==> src/rtl/decode_stage.sv <==
// Registered RV32I (+optional M) decode stage: decodes InstrD into the execute control bundle
// and sign-extended immediate, held in the D->E pipeline register with valid/ready, hold and flush.
module decode_stage #(
  parameter int XLEN       = 32,
  parameter int ALU_CTRL_W = 4,
  parameter bit EN_MEXT    = 1'b0
) (
  input  logic                  clk,
  input  logic                  reset_n,
  input  logic [31:0]           InstrD,
  input  logic [XLEN-1:0]       PCD,
  input  logic                  ValidD,
  output logic                  ReadyD,
  output logic                  ValidE,
  input  logic                  ReadyE,
  input  logic                  FlushE,
  output logic                  RegWriteE,
  output logic [1:0]            ResultSrcE,
  output logic                  MemWriteE,
  output logic                  JumpE,
  output logic                  BranchE,
  output logic [ALU_CTRL_W-1:0] ALUControlE,
  output logic [1:0]            ALUSrcAE,
  output logic                  ALUSrcBE,
  output logic [XLEN-1:0]       ImmExtE,
  output logic [4:0]            Rs1E,
  output logic [4:0]            Rs2E,
  output logic [4:0]            RdE,
  output logic [2:0]            Funct3E,
  output logic [XLEN-1:0]       PCE,
  output logic                  MulDivE,
  output logic                  IllegalE
);

  if (ALU_CTRL_W < 4) begin : g_bad_alu_width
    $error("decode_stage: ALU_CTRL_W must be >= 4");
  end

  localparam logic [6:0] OP_R      = 7'b0110011;
  localparam logic [6:0] OP_I      = 7'b0010011;
  localparam logic [6:0] OP_LOAD   = 7'b0000011;
  localparam logic [6:0] OP_STORE  = 7'b0100011;
  localparam logic [6:0] OP_BRANCH = 7'b1100011;
  localparam logic [6:0] OP_LUI    = 7'b0110111;
  localparam logic [6:0] OP_AUIPC  = 7'b0010111;
  localparam logic [6:0] OP_JAL    = 7'b1101111;
  localparam logic [6:0] OP_JALR   = 7'b1100111;

  localparam logic [3:0] ALU_ADD = 4'd0, ALU_SUB = 4'd1, ALU_SLL = 4'd2, ALU_SLT = 4'd3,
                         ALU_SLTU = 4'd4, ALU_XOR = 4'd5, ALU_SRL = 4'd6, ALU_SRA = 4'd7,
                         ALU_OR = 4'd8, ALU_AND = 4'd9;

  localparam logic [1:0] SRCA_RS1 = 2'b00, SRCA_PC = 2'b01, SRCA_ZERO = 2'b10;
  localparam logic [1:0] RES_ALU = 2'b00, RES_MEM = 2'b01, RES_PC4 = 2'b10;

  typedef enum logic [2:0] {IMM_NONE, IMM_I, IMM_S, IMM_B, IMM_U, IMM_J} imm_t;

  typedef struct packed {
    logic       regw;
    logic [1:0] res_src;
    logic       memw;
    logic       jump;
    logic       branch;
    logic [3:0] alu;
    logic [1:0] src_a;
    logic       src_b;
    logic       muldiv;
    logic       illegal;
  } ctrl_t;

  // funct3 selects the base operation; alt picks SUB over ADD and SRA over SRL.
  function automatic logic [3:0] alu_of(input logic [2:0] f3, input logic alt);
    case (f3)
      3'b000:  alu_of = alt ? ALU_SUB : ALU_ADD;
      3'b001:  alu_of = ALU_SLL;
      3'b010:  alu_of = ALU_SLT;
      3'b011:  alu_of = ALU_SLTU;
      3'b100:  alu_of = ALU_XOR;
      3'b101:  alu_of = alt ? ALU_SRA : ALU_SRL;
      3'b110:  alu_of = ALU_OR;
      default: alu_of = ALU_AND;
    endcase
  endfunction

  logic [6:0]      opcode, funct7;
  logic [2:0]      funct3;
  logic [4:0]      rd;
  ctrl_t           ctrl_d;
  imm_t            imm_sel;
  logic            legal;
  logic [31:0]     imm_raw;
  logic [XLEN-1:0] imm_d;

  assign opcode = InstrD[6:0];
  assign rd     = InstrD[11:7];
  assign funct3 = InstrD[14:12];
  assign funct7 = InstrD[31:25];

  always_comb begin
    // NOTE: every combinational output gets a default first so no path can infer a latch.
    ctrl_d  = '0;
    imm_sel = IMM_NONE;
    legal   = 1'b0;
    case (opcode)
      OP_R: begin
        ctrl_d.regw = 1'b1;
        if (funct7 == 7'b0000001) begin
          legal         = EN_MEXT;
          ctrl_d.muldiv = 1'b1;
        end else begin
          legal      = (funct7 == 7'b0000000) ||
                       (funct7 == 7'b0100000 && (funct3 == 3'b000 || funct3 == 3'b101));
          ctrl_d.alu = alu_of(funct3, funct7[5]);
        end
      end
      OP_I: begin
        ctrl_d.regw  = 1'b1;
        ctrl_d.src_b = 1'b1;
        imm_sel      = IMM_I;
        ctrl_d.alu   = alu_of(funct3, (funct3 == 3'b101) && funct7[5]);
        case (funct3)
          3'b001:  legal = (funct7 == 7'b0000000);
          3'b101:  legal = (funct7 == 7'b0000000) || (funct7 == 7'b0100000);
          default: legal = 1'b1;
        endcase
      end
      OP_LOAD: begin
        ctrl_d.regw    = 1'b1;
        ctrl_d.res_src = RES_MEM;
        ctrl_d.src_b   = 1'b1;
        imm_sel        = IMM_I;
        legal          = funct3 inside {3'b000, 3'b001, 3'b010, 3'b100, 3'b101};
      end
      OP_STORE: begin
        ctrl_d.memw  = 1'b1;
        ctrl_d.src_b = 1'b1;
        imm_sel      = IMM_S;
        legal        = funct3 inside {3'b000, 3'b001, 3'b010};
      end
      OP_BRANCH: begin
        ctrl_d.branch = 1'b1;
        ctrl_d.alu    = ALU_SUB;
        imm_sel       = IMM_B;
        legal         = !(funct3 inside {3'b010, 3'b011});
      end
      OP_LUI, OP_AUIPC: begin
        ctrl_d.regw  = 1'b1;
        ctrl_d.src_a = (opcode == OP_LUI) ? SRCA_ZERO : SRCA_PC;
        ctrl_d.src_b = 1'b1;
        imm_sel      = IMM_U;
        legal        = 1'b1;
      end
      OP_JAL, OP_JALR: begin
        ctrl_d.regw    = 1'b1;
        ctrl_d.res_src = RES_PC4;
        ctrl_d.jump    = 1'b1;
        ctrl_d.src_a   = (opcode == OP_JAL) ? SRCA_PC : SRCA_RS1;
        ctrl_d.src_b   = 1'b1;
        imm_sel        = (opcode == OP_JAL) ? IMM_J : IMM_I;
        legal          = (opcode == OP_JAL) || (funct3 == 3'b000);
      end
      default: legal = 1'b0;
    endcase

    if (!legal) begin
      ctrl_d         = '0;
      ctrl_d.illegal = 1'b1;
      imm_sel        = IMM_NONE;
    end
    if (rd == 5'd0) ctrl_d.regw = 1'b0;
  end

  always_comb begin
    case (imm_sel)
      IMM_I:   imm_raw = {{20{InstrD[31]}}, InstrD[31:20]};
      IMM_S:   imm_raw = {{20{InstrD[31]}}, InstrD[31:25], InstrD[11:7]};
      IMM_B:   imm_raw = {{19{InstrD[31]}}, InstrD[31], InstrD[7], InstrD[30:25], InstrD[11:8], 1'b0};
      IMM_U:   imm_raw = {InstrD[31:12], 12'b0};
      IMM_J:   imm_raw = {{11{InstrD[31]}}, InstrD[31], InstrD[19:12], InstrD[20], InstrD[30:21], 1'b0};
      default: imm_raw = '0;
    endcase
  end

  assign imm_d  = XLEN'($signed(imm_raw));
  assign ReadyD = FlushE | ~ValidE | ReadyE;

  ctrl_t           e_ctrl;
  logic [XLEN-1:0] e_imm, e_pc;
  logic [4:0]      e_rs1, e_rs2, e_rd;
  logic [2:0]      e_f3;
  logic            e_valid;

  // NOTE: state is updated with non-blocking assignments so every register samples pre-edge values.
  always_ff @(posedge clk or negedge reset_n) begin
    if (!reset_n) begin
      e_valid <= 1'b0;
      e_ctrl  <= '0;
      e_imm   <= '0;
      e_pc    <= '0;
      e_rs1   <= '0;
      e_rs2   <= '0;
      e_rd    <= '0;
      e_f3    <= '0;
    end else if (FlushE || (ReadyE && !ValidD)) begin
      // Flush or drain: the bundle stops being live, so every side-effecting enable drops.
      e_valid        <= 1'b0;
      e_ctrl.regw    <= 1'b0;
      e_ctrl.memw    <= 1'b0;
      e_ctrl.jump    <= 1'b0;
      e_ctrl.branch  <= 1'b0;
      e_ctrl.muldiv  <= 1'b0;
      e_ctrl.illegal <= 1'b0;
    end else if (ValidD && ReadyD) begin
      // PC is kept even for illegal instructions so a trap handler can report it.
      e_valid <= 1'b1;
      e_ctrl  <= ctrl_d;
      e_imm   <= imm_d;
      e_pc    <= PCD;
      e_rs1   <= InstrD[19:15];
      e_rs2   <= InstrD[24:20];
      e_rd    <= rd;
      e_f3    <= funct3;
    end
  end

  assign ValidE      = e_valid;
  assign RegWriteE   = e_ctrl.regw;
  assign ResultSrcE  = e_ctrl.res_src;
  assign MemWriteE   = e_ctrl.memw;
  assign JumpE       = e_ctrl.jump;
  assign BranchE     = e_ctrl.branch;
  assign ALUControlE = ALU_CTRL_W'(e_ctrl.alu);
  assign ALUSrcAE    = e_ctrl.src_a;
  assign ALUSrcBE    = e_ctrl.src_b;
  assign ImmExtE     = e_imm;
  assign Rs1E        = e_rs1;
  assign Rs2E        = e_rs2;
  assign RdE         = e_rd;
  assign Funct3E     = e_f3;
  assign PCE         = e_pc;
  assign MulDivE     = e_ctrl.muldiv;
  assign IllegalE    = e_ctrl.illegal;

endmodule

==> config.mk <==
export PLATFORM = sky130hd
export DESIGN_NAME = decode_stage
export DESIGN_NICKNAME = d
export VERILOG_FILES = /design/src/rtl/decode_stage.sv
export SDC_FILE = /design/constraint.sdc
export NUM_CORES = 1
export LEC_CHECK = 0
export ABC_AREA = 0
export BUFFER_PORTS_ARGS = -buffer_cell sky130_fd_sc_hd__buf_4
export CORE_ASPECT_RATIO = 0.5
export CORE_MARGIN = 5
export CORE_UTILIZATION = 50
export DETAILED_ROUTE_END_ITERATION = 6
export PLACE_DENSITY = 0.82
export SYNTH_ARGS = -nofsm -noshare
export SYNTH_HDL_FRONTEND = slang
export SYNTH_SLANG_ARGS = --single-unit
export TNS_END_PERCENT = 5
==> constraint.sdc <==
create_clock -name clk -period 4.7 [get_ports clk]
set_input_delay 0.47 -clock clk [delete_from_list [all_inputs] [get_ports clk]]
set_output_delay 0.47 -clock clk [all_outputs]
set_load 0.02 [all_outputs]
Word level (Yosys, flattened, before mapping)
Cells that the tools add are included.
Storage, ports and cells
  register bits after elaboration: 98
  bits of input ports: 69
  output and inout bits: 99
  logic and storage cells: 101
Cells by class
  equality and inequality tests: 22
  muxes and demuxes: 34
  bitwise logic cells: 4
  reductions and logical operators: 24
Operator list (count)
  $pmux W32 S5: 1
  $pmux W4 S7: 2
  $mux W15: 2
  $eq A7 B6 Y1 const B: 4
  $eq A7 B7 Y1 const B: 3
  $mux W1: 17
  $eq A3 B3 Y1 const B: 5
  $pmux W3 S5: 1
  $eq A7 B5 Y1 const B: 2
  $reduce_or A7 Y1: 2
  $eq A3 B2 Y1 const B: 4
  $pmux W4 S3: 1
  $mux W3: 3
  $pmux W2 S2: 2
  $eq A7 B1 Y1 const B: 1
  $eq A7 B2 Y1 const B: 1
  $logic_not A7 Y1: 1
  $pmux W1 S7: 1
  $eq A3 B1 Y1 const B: 2
  $reduce_or A2 Y1: 3
  $logic_not A5 Y1: 1
  $logic_or A1 B1 Y1: 5
  $reduce_bool A5 Y1: 1
  $logic_and A1 B1 Y1: 4
  other kinds (10): 15

Logic depth before layout (Yosys ltp)
Gate-level depths: netlist of run 1.
  depth after elaboration: 10
  depth in mapped cells: 8
  depth with buffers taken out: 6

Worst setup path before layout of run 1
OpenSTA, ideal clock, no wires.
  kind: input port to flip-flop
  start: in InstrD[3]
  end: reg e_ctrl (netlist bit RegWriteE)
  setup time: 0.104 ns
  arrival: 1.952 ns
  required time: 4.596 ns
  slack: 2.644 ns
  stages: 7
  buffers on the path: 2
  path through: buf_4 nor2_2 nand3_2 or4b_4 and4_1 buf_6 o41ai_4
On the way
  word-level cells in the longest chain between the ends: 7
  elaborated cells on any way between the ends: 19
  classes of those cells: eq/ne (9); mux (6); reduce/logical (4)
Ends and longest elaborated chain
  start: declaration: line 10  | input logic [31:0] InstrD,
  $eq A7 B7 Y1 (tied with other cells): line 104, 160
  $reduce_or A2 Y1 (tied with other cells): line 104  | case (opcode)
  $pmux W1 S7 or $mux W1 (tied branches): line 104
  $mux W15 (*): line 165  | if (!legal) begin
  $mux W1 (*): line 170  | if (rd == 5'd0) ctrl_d.regw = 1'b0;
  $mux W15 (*): line 213  | end else if (ValidD && ReadyD) begin
  $mux W1 (*): line 204  | end else if (FlushE || (ReadyE && !ValidD)) begin
  end signal: assignment: line 216  | e_ctrl <= ctrl_d;
  end: declaration: line 187  | ctrl_t e_ctrl;
Every way passes the cells marked *; elsewhere a longest branch is shown, timed or not. The select of a mux whose other input is x is not followed.
A chain may end at the register's enable or synchronous reset.

Final worst setup path of run 1
  start: reg e_valid, in the netlist ValidE
  end: reg e_imm[23], in the netlist ImmExtE[23]
On the way
  word-level cells in the longest chain between the ends: 5
Ends and longest elaborated chain
  start: declaration: line 191  | logic e_valid;
  start signal: assignment: line 196  | e_valid <= 1'b0;
  start signal: assignment: line 206  | e_valid <= 1'b0;
  start signal: assignment: line 215  | e_valid <= 1'b1;
  $not A1 Y1: line 185  | assign ReadyD = FlushE | ~ValidE | ReadyE;
  $or A1 B1 Y1 (2 in series): line 185
  $logic_and A1 B1 Y1: line 213
  $reduce_and A2 Y1 (no line)
  end signal: assignment: line 217  | e_imm <= imm_d;
  end: declaration: line 188  | logic [XLEN-1:0] e_imm, e_pc;
No other way between the ends.

==> results of run 1 <==
routing by layer:
layer,part of all wire [%],GRT usage [%],up-vias
li1,-,-,1881
met1,43,32.51,1923
met2,47,38.22,174
met3,8.6,6.708,19
met4,1.8,6.660,0
met5,0,0,-
worst max-delay path by stage:
stage	from	to	slack (ps)	depth (start not counted)
floorplan	InstrD[3]	RegWriteE	2640	7
global placement	InstrD[6]	ImmExtE[12]	2270	7
detailed placement	InstrD[6]	ImmExtE[13]	2190	7
CTS	ValidE	ImmExtE[23]	2380	4
global route	ValidE	ImmExtE[15]	2150	4
finish	ValidE	ImmExtE[23]	2420	4
Yosys cell counts, types with 2 or more instances:
library cell / number
nor4_1: 2
nand3_1: 29
nand4_1: 3
o31ai_1: 3
nor2_2: 3
o21ai_1: 2
dfrtp_1: 98
and2_1: 3
buf_4: 2
a22o_1: 4
a21oi_1: 7
nand2b_1: 6
buf_2: 5
nor3_1: 2
buf_1: 4
clkbuf_1: 15
nand2_1: 196
a22oi_1: 5
o21ai_0: 16
inv_1: 2
nor2b_1: 2
nor2_1: 7
a31oi_1: 3
a21boi_0: 2
a32o_1: 7
o211ai_1: 9
o21bai_1: 2
or2_2: 2
flip-flops by register name, indices dropped and copies added, names as in the netlist, 2 cells and up:
signal	count
ImmExtE	32
PCE	32
RdE	5
Rs1E	5
Rs2E	5
ALUControlE	4
Funct3E	3
ALUSrcAE	2
ResultSrcE	2
critical path, cell delays in order (launching register included):
cell      delay, ps
dfrtp_1         410
nand2b_1        150
nor2b_4         780
nand4_1         610
nand3_1         220
layout make-up:
class | count | area, um2 | share of cell area (%)
Clock buffer | 13 | 250.2 | 4.250
Clock inverter | 3 | 23.77 | 0.4037
Inverter | 2 | 7.507 | 0.1275
Multi-Input combinational cell | 340 | 1745 | 29.64
Sequential cell | 98 | 2452 | 41.65
Tap cell | 112 | 140.1 | 2.380
Timing Repair Buffer | 169 | 1269 | 21.55
power by group through the flow:
stage	Clock (mW)	Combinational, mW	Sequential (mW)
after global placement	0	0.395	0.962
final	0.684	0.401	0.950
after floorplan	0	0.106	1.05
after detailed placement	0	0.404	0.964
after global routing	0.736	0.434	0.959
after CTS	0.698	0.405	0.950
through the flow:
step	total power [mW]	util [%]	instance area, um2
after floorplan	1.153	-	4313
after global placement	1.357	68.45	5614
after detailed placement	1.368	68.45	5614
after CTS	2.053	71.79	5888
after global routing	2.129	71.79	5888
final	2.035	71.79	5888
logic make-up after synthesis:
logic type             count (synthesis)  share of synthesized area [%]
AO/OA/AOI/OAI                         69                          11.98
XOR/XNOR                               1                         0.2031
buffers and inverters                 29                          3.017
flip-flops                            98                          56.86
multiplexers                           1                         0.2321
AND/OR/NAND/NOR                      269                          27.71
==> qor.yml, run 1 <==
grt:
  antenna_found_initial: 0
  grt_pass1_vias: 3823
  grt_util_all_layers_pct: 23.81
  grt_max_degree: 101
  grt_overflow: 0
  grt_pass1_wl_mm: 19.78
logic_synthesis:
  synthFlopType: "dfrtp_1"
  yosysWarnings: 0
  syn-mean-instance-area_um2: 9.235
  syn_inst: 467
  yosysSeqAreaShare_pct: 56.86
  async_flop_share_pct: 100.0
  yosysTopAreaCell: "dfrtp_1"
  yosys-top-cells-area: "dfrtp_1, nand2_1, nand3_1, o21ai_0, a32o_1"
  synth_edf_count: 0
  synthesis.nets: 536
  ys_ff_latch: 98
  synth_top_cell_area_share_pct: 56.86
  synth_cell_type_count: 54
  synth_area_um2: 4313
critical_path:
  worstPathArrival_ps: 2540
  r2r_setup_slack_ps: 2420
  critical_path.startpoint_type: "flip-flop"
  worstPathMaxFanout: 42
  rr_startpoint: "ValidE"
  crit_type: "reg -> reg"
  r2r-end: "ImmExtE[23]"
  crit_path_end_kind: "flip-flop"
  reg2reg_depth: 4
  cp.required_ps: 4960
clock_network:
  cts_inserted_buffers: 9
  cts_tree: "built"
  clkTransAtPathRegs_ps: 70
  htreeDepth: 3
  holdBufCountCts: 0
  ctsResizeCount: 0
  clkLatencyLatePin_ps: 340
  cts_sinks: 98
  cts-root-buf: "clkbuf_16"
  post_cts_buffers: 0
  clockBufferDepth: 2
timing:
  rsz0062_at_grt: "false"
  hold_viol: 0
  clock-skew-final_ps: 6.974
  setup_viol: 0
  period_minus_slack_ps: 2284
  fin_crit_sh_pct: 48.60
  relSlewSlack_pct: 26.47
  whs_ps: 145.8
  worst_pin_slew_ps: 1103
  fin_ws_ps: 2416
  fmax_mhz: 437.8
  maxSlewViolCount: 0
  setup_tns_ps: 0
final_layout:
  drive_above_1_share_pct: 31.84
  n_fill_cell: 641
  nets: 689
  syn_to_final_growth_pct: 36.52
  final_cell_mix: "nand2_1, buf_4, dfrtp_1, nand3_1, o21ai_0"
  final_cells: 737
  final_common_cell: "nand2_1"
  antenna_cells: 0
floorplan:
  die_height_um: 75.68
  core_area_um2: 8202
  start_util_pct: 52.59
  die_w_um: 141.3
  die_area_um2: 10700
  io_pins: 168
  row_count: 23
pwr:
  seqPwrFrac_pct: 46.7
  irDropWorstVdd_uv: 173.7
  powerDensity_nw_per_um2: 345.7
  switching_share_pct: 28.77
  p_sw_uw: 585.5
  p_leak_nw: 3.135
  internal_power_mw: 1.450
  pwr-share-comb_pct: 19.7
  clockPowerShare_pct: 33.6
detailed_routing:
  vias_per_cell: 5.423
  routedWlPerCell_um: 17.03
  drt_iter0_drc: 296
  num_vias: 3997
  firstDrtPassIters: 7
  routed_wirelength_mm: 12.55
  ant_nets: 0
  drc: 0
placement:
  gp_congestion: 0.9480
  pre_cts_slack_ps: 2195
  hpwlAfterDp_mm: 9.147
  placed_cells: 721
  numPortBuffers: 167
status:
  status: "finished clean"
job:
  drv_cap: 0
worst_hold_path:
  holdCritPathClass: "in -> async"
Note: power is estimated with default switching activity, not from simulation.
==> run 2: changes to the inputs <==
--- a/config.mk
+++ b/config.mk
@@ -9,9 +9,9 @@
 export BUFFER_PORTS_ARGS = -buffer_cell sky130_fd_sc_hd__buf_4
 export CORE_ASPECT_RATIO = 0.5
 export CORE_MARGIN = 5
-export CORE_UTILIZATION = 50
+export CORE_UTILIZATION = 44
 export DETAILED_ROUTE_END_ITERATION = 6
-export PLACE_DENSITY = 0.82
+export PLACE_DENSITY = 0.76
 export SYNTH_ARGS = -nofsm -noshare
 export SYNTH_HDL_FRONTEND = slang
 export SYNTH_SLANG_ARGS = --single-unit
==> constraint.sdc (replaced) <==
create_clock -name clk -period 2.04 [get_ports clk]
set_input_delay 0.204 -clock clk [delete_from_list [all_inputs] [get_ports clk]]
set_output_delay 0.204 -clock clk [all_outputs]
set_load 0.02 [all_outputs]
==> qor.yml, run 2 (same netlist as run 1, synthesis figures left out) <==
status:
  status: "finished clean"
worst_hold_path:
  worstHoldStart: "PCD[13]"
  holdPathEnd: "PCE[13]"
  holdCritPathClass: "in -> reg"
  hold_depth: 3
detailed_routing:
  routedWlPerCell_um: 15.88
  firstDrtPassIters: 4
  ant_nets: 0
  num_vias: 3971
  drt_iter0_drc: 284
  routed_wirelength_mm: 12.47
  drc: 0
  vias_per_cell: 5.059
timing:
  fmax_mhz: 581.0
  setup_viol: 0
  setup_tns_ps: 0
  worst_pin_slew_ps: 490.9
  rsz0062_at_grt: "false"
  relSlewSlack_pct: 67.20
  fin_crit_sh_pct: 84.38
  maxSlewViolCount: 0
  clock-skew-final_ps: 4.290
  hold_viol: 0
  period_minus_slack_ps: 1721
final_layout:
  design_area_um2: 6142
  final_common_cell: "nand2_1"
  syn_to_final_growth_pct: 42.41
  nets: 714
  final_cell_mix: "nand2_1, buf_4, dfrtp_1, nand3_1, o21ai_0"
  drive_above_1_share_pct: 34.77
  fin_util_pct: 64.59
  antenna_cells: 0
critical_path:
  worstPathArrival_ps: 1950
  cp.depth: 7
  cp.required_ps: 2270
  r2r-end: "ImmExtE[15]"
  rr_startpoint: "ValidE"
  cp_cell_sequence: "buf_4, and4bb_2, o2111a_2, a211oi_2, and4_1, nor2_8, a32o_1"
  crit_path_end_kind: "flip-flop"
  reg2reg_depth: 5
  r2r_setup_slack_ps: 350
  crit_type: "in -> reg"
  critical_path.startpoint_type: "input pin"
  critical_path.max_stage_delay_ps: 530
  worstPathMaxFanout: 10
  critPathTopFamily: "simple AND/OR/NAND/NOR gates"
  cp_slowest_cell: "and4_1"
  cp_num_buf_inv: 1
floorplan:
  core_area_um2: 9509
  io_pins: 168
  row_count: 25
  die_area_um2: 12000
  start_util_pct: 45.36
  die_height_um: 80.01
  die_w_um: 150.0
job:
  drv_cap: 0
pwr:
  total_power_mw: 4.775
  powerDensity_nw_per_um2: 777.5
  irDropWorstVdd_uv: 399.7
  p_leak_nw: 3.274
placement:
  numPortBuffers: 167
  gp_congestion: 0.9105
  place_area_um2: 5848
  hpwlAfterDp_mm: 9.386
clock_network:
  clkTransAtPathRegs_ps: 70
  clockBufferDepth: 2
  ctsResizeCount: 0
  htreeDepth: 3
  clkLatencyLatePin_ps: 340
  cts-root-buf: "clkbuf_16"
  cts_tree: "built"
  cts_sinks: 98
  cts_inserted_buffers: 9
grt:
  grt_pass1_vias: 3818
  grt_pass1_wl_mm: 19.81
  grt_util_all_layers_pct: 21.06
  grt_max_degree: 49
  grt_overflow: 0
  antenna_found_initial: 0
-- run 2: area by class of cell --
cell class,count,area (um2)
Inverter,2,7.507
Clock buffer,9,225.2
Timing Repair Buffer,194,1484
Tap cell,135,168.9
Clock inverter,7,58.81
Fill cell,829,3367
Sequential cell,98,2452
Multi-Input combinational cell,340,1745
-- run 2: where the power goes --
group	internal, mW	switching (mW)
clock network	0.849	0.787
logic	0.402	0.549
registers	2.10	0.0893
-- run 2: worst min-delay path, stage by stage --
cell and delay (ps):
buf_4 70, nand2_1 40, nand2_1 40
-- run 2: worst max path at each step --
stage          slack, ps     endpoint      start
2_1_floorplan        250    RegWriteE  InstrD[3]
3_3_place_gp          40    MemWriteE  InstrD[3]
3_5_place_dp           3   ImmExtE[6]  InstrD[3]
4_1_cts              350  ImmExtE[15]     ValidE
5_1_grt              200  ImmExtE[15]     ValidE
6_report             320   ImmExtE[6]  InstrD[3]
-- run 2: repair_timing --
item	CTS	global route
hold endpoints to repair	30	0
hold buffers	1	0
buffers inserted	0	0
-- run 2: metal layers --
layer	track usage [%]	routed length, um	vias up
met5	0	0	-
met4	6.204	208	0
met3	5.956	1034	18
met2	32.44	5796	161
met1	29.14	5427	1862
li1	-	-	1930
-- run 2: stage by stage --
stage          hold slack [ps]  std cells  setup slack [ps]
6_report                 42.53        785             318.7
5_1_grt                  32.52        785             199.7
4_1_cts                  34.17        785             348.6
3_5_place_dp             170.9        768             3.072
3_3_place_gp             165.7        768             42.45
2_1_floorplan           -91.59        467             249.9
